===== src/rtl/uart_rx.sv =====
// uart_rx -- 8N1 UART receiver with a valid/ack holding register.
//
// Deserialises frames from a UART transmitter line: start bit 0,
// 8 data bits LSB first, stop bit 1, at CLKS_PER_BIT clocks per bit.
// Received bytes land in a holding register. Framing and overrun
// errors are flagged.
//
// Optional feature macro: UART_RX_PARITY_EN
//   When defined, an even-parity bit follows the data bits and the
//   parity_err port exists.
//
// Parameters:
//   CLKS_PER_BIT  clock cycles per serial bit (>= 4)
//
// Ports:
//   clk         system clock, rising edge
//   reset       synchronous active-high reset
//   Rx          serial input, idles high, asynchronous to clk
//   rx_ack      consumer acknowledges data_out
//   data_out    last received byte
//   rx_valid    data_out holds an unacknowledged byte
//   frame_err   one-cycle pulse when the stop bit samples 0
//   overrun     a completed byte was dropped while rx_valid was set
//   parity_err  one-cycle pulse on parity mismatch (macro only)
//   busy        high while a frame is in progress
module uart_rx #(
    parameter int CLKS_PER_BIT = 16
) (
    input  logic       clk,
    input  logic       reset,
    input  logic       Rx,
    input  logic       rx_ack,
    output logic [7:0] data_out,
    output logic       rx_valid,
    output logic       frame_err,
    output logic       overrun,
`ifdef UART_RX_PARITY_EN
    output logic       parity_err,
`endif
    output logic       busy
);

    localparam int CW = (CLKS_PER_BIT > 1) ? $clog2(CLKS_PER_BIT) : 1;
    localparam logic [CW-1:0] HALF_LAST = CW'(CLKS_PER_BIT / 2 - 1);
    localparam logic [CW-1:0] FULL_LAST = CW'(CLKS_PER_BIT - 1);

    typedef enum logic [2:0] {
        IDLE,
        START,
        DATA,
`ifdef UART_RX_PARITY_EN
        PARITY,
`endif
        STOP
    } state_t;

    state_t          state;
    state_t          next_state;
    logic            sync_a;
    logic            rx_s;
    logic [CW-1:0]   cnt;
    logic [2:0]      bit_idx;
    logic [7:0]      shift;
    logic            stop_done;
    logic            stop_bit;
    logic            cnt_clr;
    logic            data_en;
    logic            stop_en;
    logic            commit;
`ifdef UART_RX_PARITY_EN
    logic            par_en;
    logic            par_bit;
`endif

    // Two-flop synchronizer; idles high so reset cannot fake a start bit.
    always_ff @(posedge clk) begin
        if (reset) begin
            sync_a <= 1'b1;
            rx_s   <= 1'b1;
        end else begin
            sync_a <= Rx;
            rx_s   <= sync_a;
        end
    end

    always_ff @(posedge clk) begin
        if (reset) begin
            state <= IDLE;
        end else begin
            state <= next_state;
        end
    end

    // Next-state logic. Every sample point also clears the bit counter,
    // so each state times its interval from its own entry.
    always_comb begin
        next_state = state;
        cnt_clr    = 1'b0;
        data_en    = 1'b0;
        stop_en    = 1'b0;
`ifdef UART_RX_PARITY_EN
        par_en     = 1'b0;
`endif
        case (state)
            IDLE: begin
                cnt_clr = 1'b1;
                if (!rx_s) begin
                    next_state = START;
                end
            end
            START: begin
                if (cnt == HALF_LAST) begin
                    cnt_clr    = 1'b1;
                    next_state = rx_s ? IDLE : DATA;
                end
            end
            DATA: begin
                if (cnt == FULL_LAST) begin
                    cnt_clr = 1'b1;
                    data_en = 1'b1;
                    if (bit_idx == 3'd7) begin
`ifdef UART_RX_PARITY_EN
                        next_state = PARITY;
`else
                        next_state = STOP;
`endif
                    end
                end
            end
`ifdef UART_RX_PARITY_EN
            PARITY: begin
                if (cnt == FULL_LAST) begin
                    cnt_clr    = 1'b1;
                    par_en     = 1'b1;
                    next_state = STOP;
                end
            end
`endif
            STOP: begin
                // Leave at mid-stop-bit so a back-to-back start edge is seen.
                if (cnt == FULL_LAST) begin
                    cnt_clr    = 1'b1;
                    stop_en    = 1'b1;
                    next_state = IDLE;
                end
            end
            default: begin
                cnt_clr    = 1'b1;
                next_state = IDLE;
            end
        endcase
    end

    // Bit timing counter, data shifter and the registered stop-bit result
    // that drives the commit one cycle after the stop sample.
    always_ff @(posedge clk) begin
        if (reset) begin
            cnt       <= '0;
            bit_idx   <= '0;
            shift     <= '0;
            stop_done <= 1'b0;
            stop_bit  <= 1'b0;
`ifdef UART_RX_PARITY_EN
            par_bit   <= 1'b0;
`endif
        end else begin
            cnt <= cnt_clr ? '0 : cnt + 1'b1;
            if (state == START) begin
                bit_idx <= '0;
            end else if (data_en) begin
                bit_idx <= bit_idx + 3'd1;
            end
            if (data_en) begin
                shift <= {rx_s, shift[7:1]};
            end
`ifdef UART_RX_PARITY_EN
            if (par_en) begin
                par_bit <= rx_s;
            end
`endif
            stop_done <= stop_en;
            if (stop_en) begin
                stop_bit <= rx_s;
            end
        end
    end

    assign commit = stop_done && stop_bit;

    // Holding register and flags. A commit takes priority over an ack;
    // an ack arriving with a commit frees the slot for the new byte.
    always_ff @(posedge clk) begin
        if (reset) begin
            data_out   <= 8'h00;
            rx_valid   <= 1'b0;
            frame_err  <= 1'b0;
            overrun    <= 1'b0;
            busy       <= 1'b0;
`ifdef UART_RX_PARITY_EN
            parity_err <= 1'b0;
`endif
        end else begin
            frame_err <= stop_done && !stop_bit;
            busy      <= (state != IDLE);
`ifdef UART_RX_PARITY_EN
            parity_err <= stop_done && (par_bit != ^shift);
`endif
            if (commit) begin
                if (!rx_valid || rx_ack) begin
                    data_out <= shift;
                    rx_valid <= 1'b1;
                    overrun  <= 1'b0;
                end else begin
                    overrun <= 1'b1;
                end
            end else if (rx_valid && rx_ack) begin
                rx_valid <= 1'b0;
                overrun  <= 1'b0;
            end
        end
    end

endmodule


===== config.mk =====
export PLATFORM = sky130hd
export DESIGN_NAME = uart_rx
export DESIGN_NICKNAME = d
export VERILOG_FILES = /design/src/rtl/uart_rx.sv
export SDC_FILE = /design/constraint.sdc
export NUM_CORES = 1
export LEC_CHECK = 0
export BUFFER_PORTS_ARGS = -buffer_cell sky130_fd_sc_hd__buf_2
export CAP_MARGIN = 10
export CELL_PAD_IN_SITES_DETAIL_PLACEMENT = 1
export CELL_PAD_IN_SITES_GLOBAL_PLACEMENT = 1
export CORE_MARGIN = 1
export CORE_UTILIZATION = 30
export CTS_CLUSTER_SIZE = 40
export DETAILED_ROUTE_END_ITERATION = 16
export HOLD_SLACK_MARGIN = 0.03
export PLACE_DENSITY = 0.58
export SETUP_SLACK_MARGIN = 0.2
export SYNTH_ARGS = -nofsm -noshare
export SYNTH_HDL_FRONTEND = slang
export SYNTH_SLANG_ARGS = --single-unit

===== constraint.sdc =====
create_clock -name clk -period 2.8 [get_ports clk]
set_input_delay 0.84 -clock clk [delete_from_list [all_inputs] [get_ports clk]]
set_output_delay 0.84 -clock clk [all_outputs]
set_load 0.02 [all_outputs]

==> metrics.txt <==
status=finished clean; EDFF count, synth=0; clock root cell=clkbuf_8; critical-path cell list=buf_2; via count=1058; First DRT Iteration DRCs=40; total track usage=15.0%; Gate Count Post-Synth=143; Hold Vio Cnt, Final=0; share of the synthesized area in the top cell type=50.1%; Yosys cell types=38; mean post-synth cell area=9.21 um^2; Max Clk Rate=596 MHz; period utilization=59.9%; Max Transition Viols Final=0; largest net degree at the start of global routing=24; Crit Path Max Fanout=5; Syn Nets=150; post-route ant nets=0; DRT Pass-1 Iters=2; maxcap violations=0; fin nets=163; Worst setup EP type=output pin; Critical Path RT=1.96 ns; DRC=0; row count=23; global route overflow=0; CP Buf/Inv Count=1; top cell type by total area after synthesis=dfxtp_1; LEAKAGE=0.000613 uW; # resized after CTS=0; Area Overhead vs Synth=15.6%; most frequent cells in the layout=dfxtp_1 (33), buf_2 (15), nand2_1 (12), a21oi_1 (11); CP Launch Type=register; clock period minus worst slack=1.68 ns; Core ar.=0.00412 mm^2; Starting Density=32.0%; number of global-route vias before repair=1107; CTS H-tree depth=2; #FFs+latches synth=33; critical path class=reg -> out; Final Hold Slack=0.431 ns; CTS tree=built; fraction of layout cells with a size suffix above 1=15.9%; WL final=2.92 mm; setup TNS=0 ns; antenna cells=0; cell family with most CP delay=flip-flops; unrepaired setup endpoints after global routing=no; Worst Hold Class=reg -> reg; Final Wtd Congestion=0.718; initial antenna violation count=0; IO Port Bufs=15; I/O pin count=16; Placed Area=0.00141 mm^2; Storage cell area=661 um^2; fin util=37.0%; via-per-instance ratio=5.11; die width=68.3 um; max incr delay on CP=0.38 ns; multi-input logic area=593 um^2; worst setup margin=1.12 ns; number of hold buffers added after CTS=0; fillers=485; DP Worst Slack=0.895 ns; Top FF cell, synth=dfxtp_1; Setup Viol. Count Final=0; global-route wire length before repair=5.02 mm; Max-slew headroom=68.2%; Num CTS Buffers=5; Clock Path Buffers=2; commonest non-fill, non-tap cell in the layout=dfxtp_1; worst skew pair latency=0.28 ns; CTS sink cnt=33; Final Cell Area=0.00152 mm^2; Seq/Total Area, Yosys=50.1%; Worst VDD drop=247 uV; Die H=68.3 um; Post-DP HPWL=2.15 mm; post-synthesis instance area=0.00132 mm^2; async set or reset register ratio after synthesis=0%; pwr dens=625 mW/mm^2; Critical Path AT=0.84 ns; Synthesis Warnings=0; CTS clock-pin slew for the worst setup and hold paths=0.07 ns; Setup Fix Bufs, Post-CTS=0; measured slew at the worst slew-check pin=0.476 ns; die area=0.00466 mm^2; top cells by area, synth=dfxtp_1 (50%), mux2i_1 (6.1%), a21oi_1 (4.2%); Crit-path slowest cell=dfxtp_1; Clock Skew=0.00677 ns; per-cell routed wire length=14.1 um
==> power breakdown <==
part	switching [uW]	internal (uW)	leakage, uW
Sequential	3.71	473	0.000266
Clock	166	290	0.0000585
Combinational	14.5	5.68	0.000288
==> sequential cells by signal, indices dropped and copies added, names as in the netlist <==
signal and flops:
stop_bit 1, frame_err 1, bit_idx 3, data_out 8
shift 8, overrun 1, busy 1, stop_done 1
rx_s 1, rx_valid 1, sync_a 1, cnt 4
state 2
==> layout make-up <==
| class | count | area share, % |
|---|---|---|
| clock inverter | 1 | 1.97 |
| clock buffer | 7 | 5.67 |
| multi-input combinational | 97 | 38.9 |
| sequential | 33 | 43.4 |
| tap | 50 | 4.11 |
| inverter | 4 | 0.986 |
| timing repair buffer | 15 | 4.93 |
==> logic make-up after synthesis <==
family | count (synthesis) | synth area share (%)
multiplexers | 8 | 6.08
flip-flops | 33 | 50.1
AND/OR/NAND/NOR | 52 | 20.5
buffers and inverters | 13 | 4.84
XOR/XNOR | 2 | 1.33
adder cells (fa/ha/maj) | 3 | 2.85
AO/OA/AOI/OAI | 32 | 14.2
==> metal layers <==
layer | share of wire, % | vias to the layer above | GRT usage [%]
met4 | 1.4 | 0 | 5.47
met2 | 52 | 17 | 27.2
met5 | 0 | - | 0
li1 | - | 531 | -
met1 | 43 | 505 | 15.2
met3 | 4.1 | 5 | 6.00
==> stage by stage <==
step | cells | power (uW)
after floorplan | 143 | 500
after global placement | 199 | 506
after detailed placement | 199 | 507
after CTS | 207 | 968
after global routing | 207 | 994
final | 207 | 952
==> final timing paths <==
| kind | startpoint | endpoint | slack (ns) | cells after the start |
|---|---|---|---|---|
| worst min-delay path | sync_a$_SDFF_PP1_ | rx_s$_SDFF_PP1_ | 0.43 | 1 |
| worst max register to register | cnt[0]$_SDFF_PP0_ | cnt[3]$_SDFF_PP0_ | 1.23 | 4 |
| worst max-delay path | rx_valid$_SDFFE_PP0P_ | rx_valid | 1.12 | 1 |
| worst min register to register | sync_a$_SDFF_PP1_ | rx_s$_SDFF_PP1_ | 0.43 | 1 |
==> synthesized netlist by cell type (2+ instances only) <==
library cell,number
nand3_1,10
nand4_1,3
a21oi_1,11
mux2i_1,8
o211ai_1,4
buf_2,3
nand2_1,12
o21ai_0,9
or2_1,2
o21ai_1,2
clkbuf_1,3
nand2b_1,2
ha_1,3
inv_1,3
nor2_1,10
dfxtp_1,33
nor2b_1,4
Note: power is estimated with default switching activity, not from simulation.
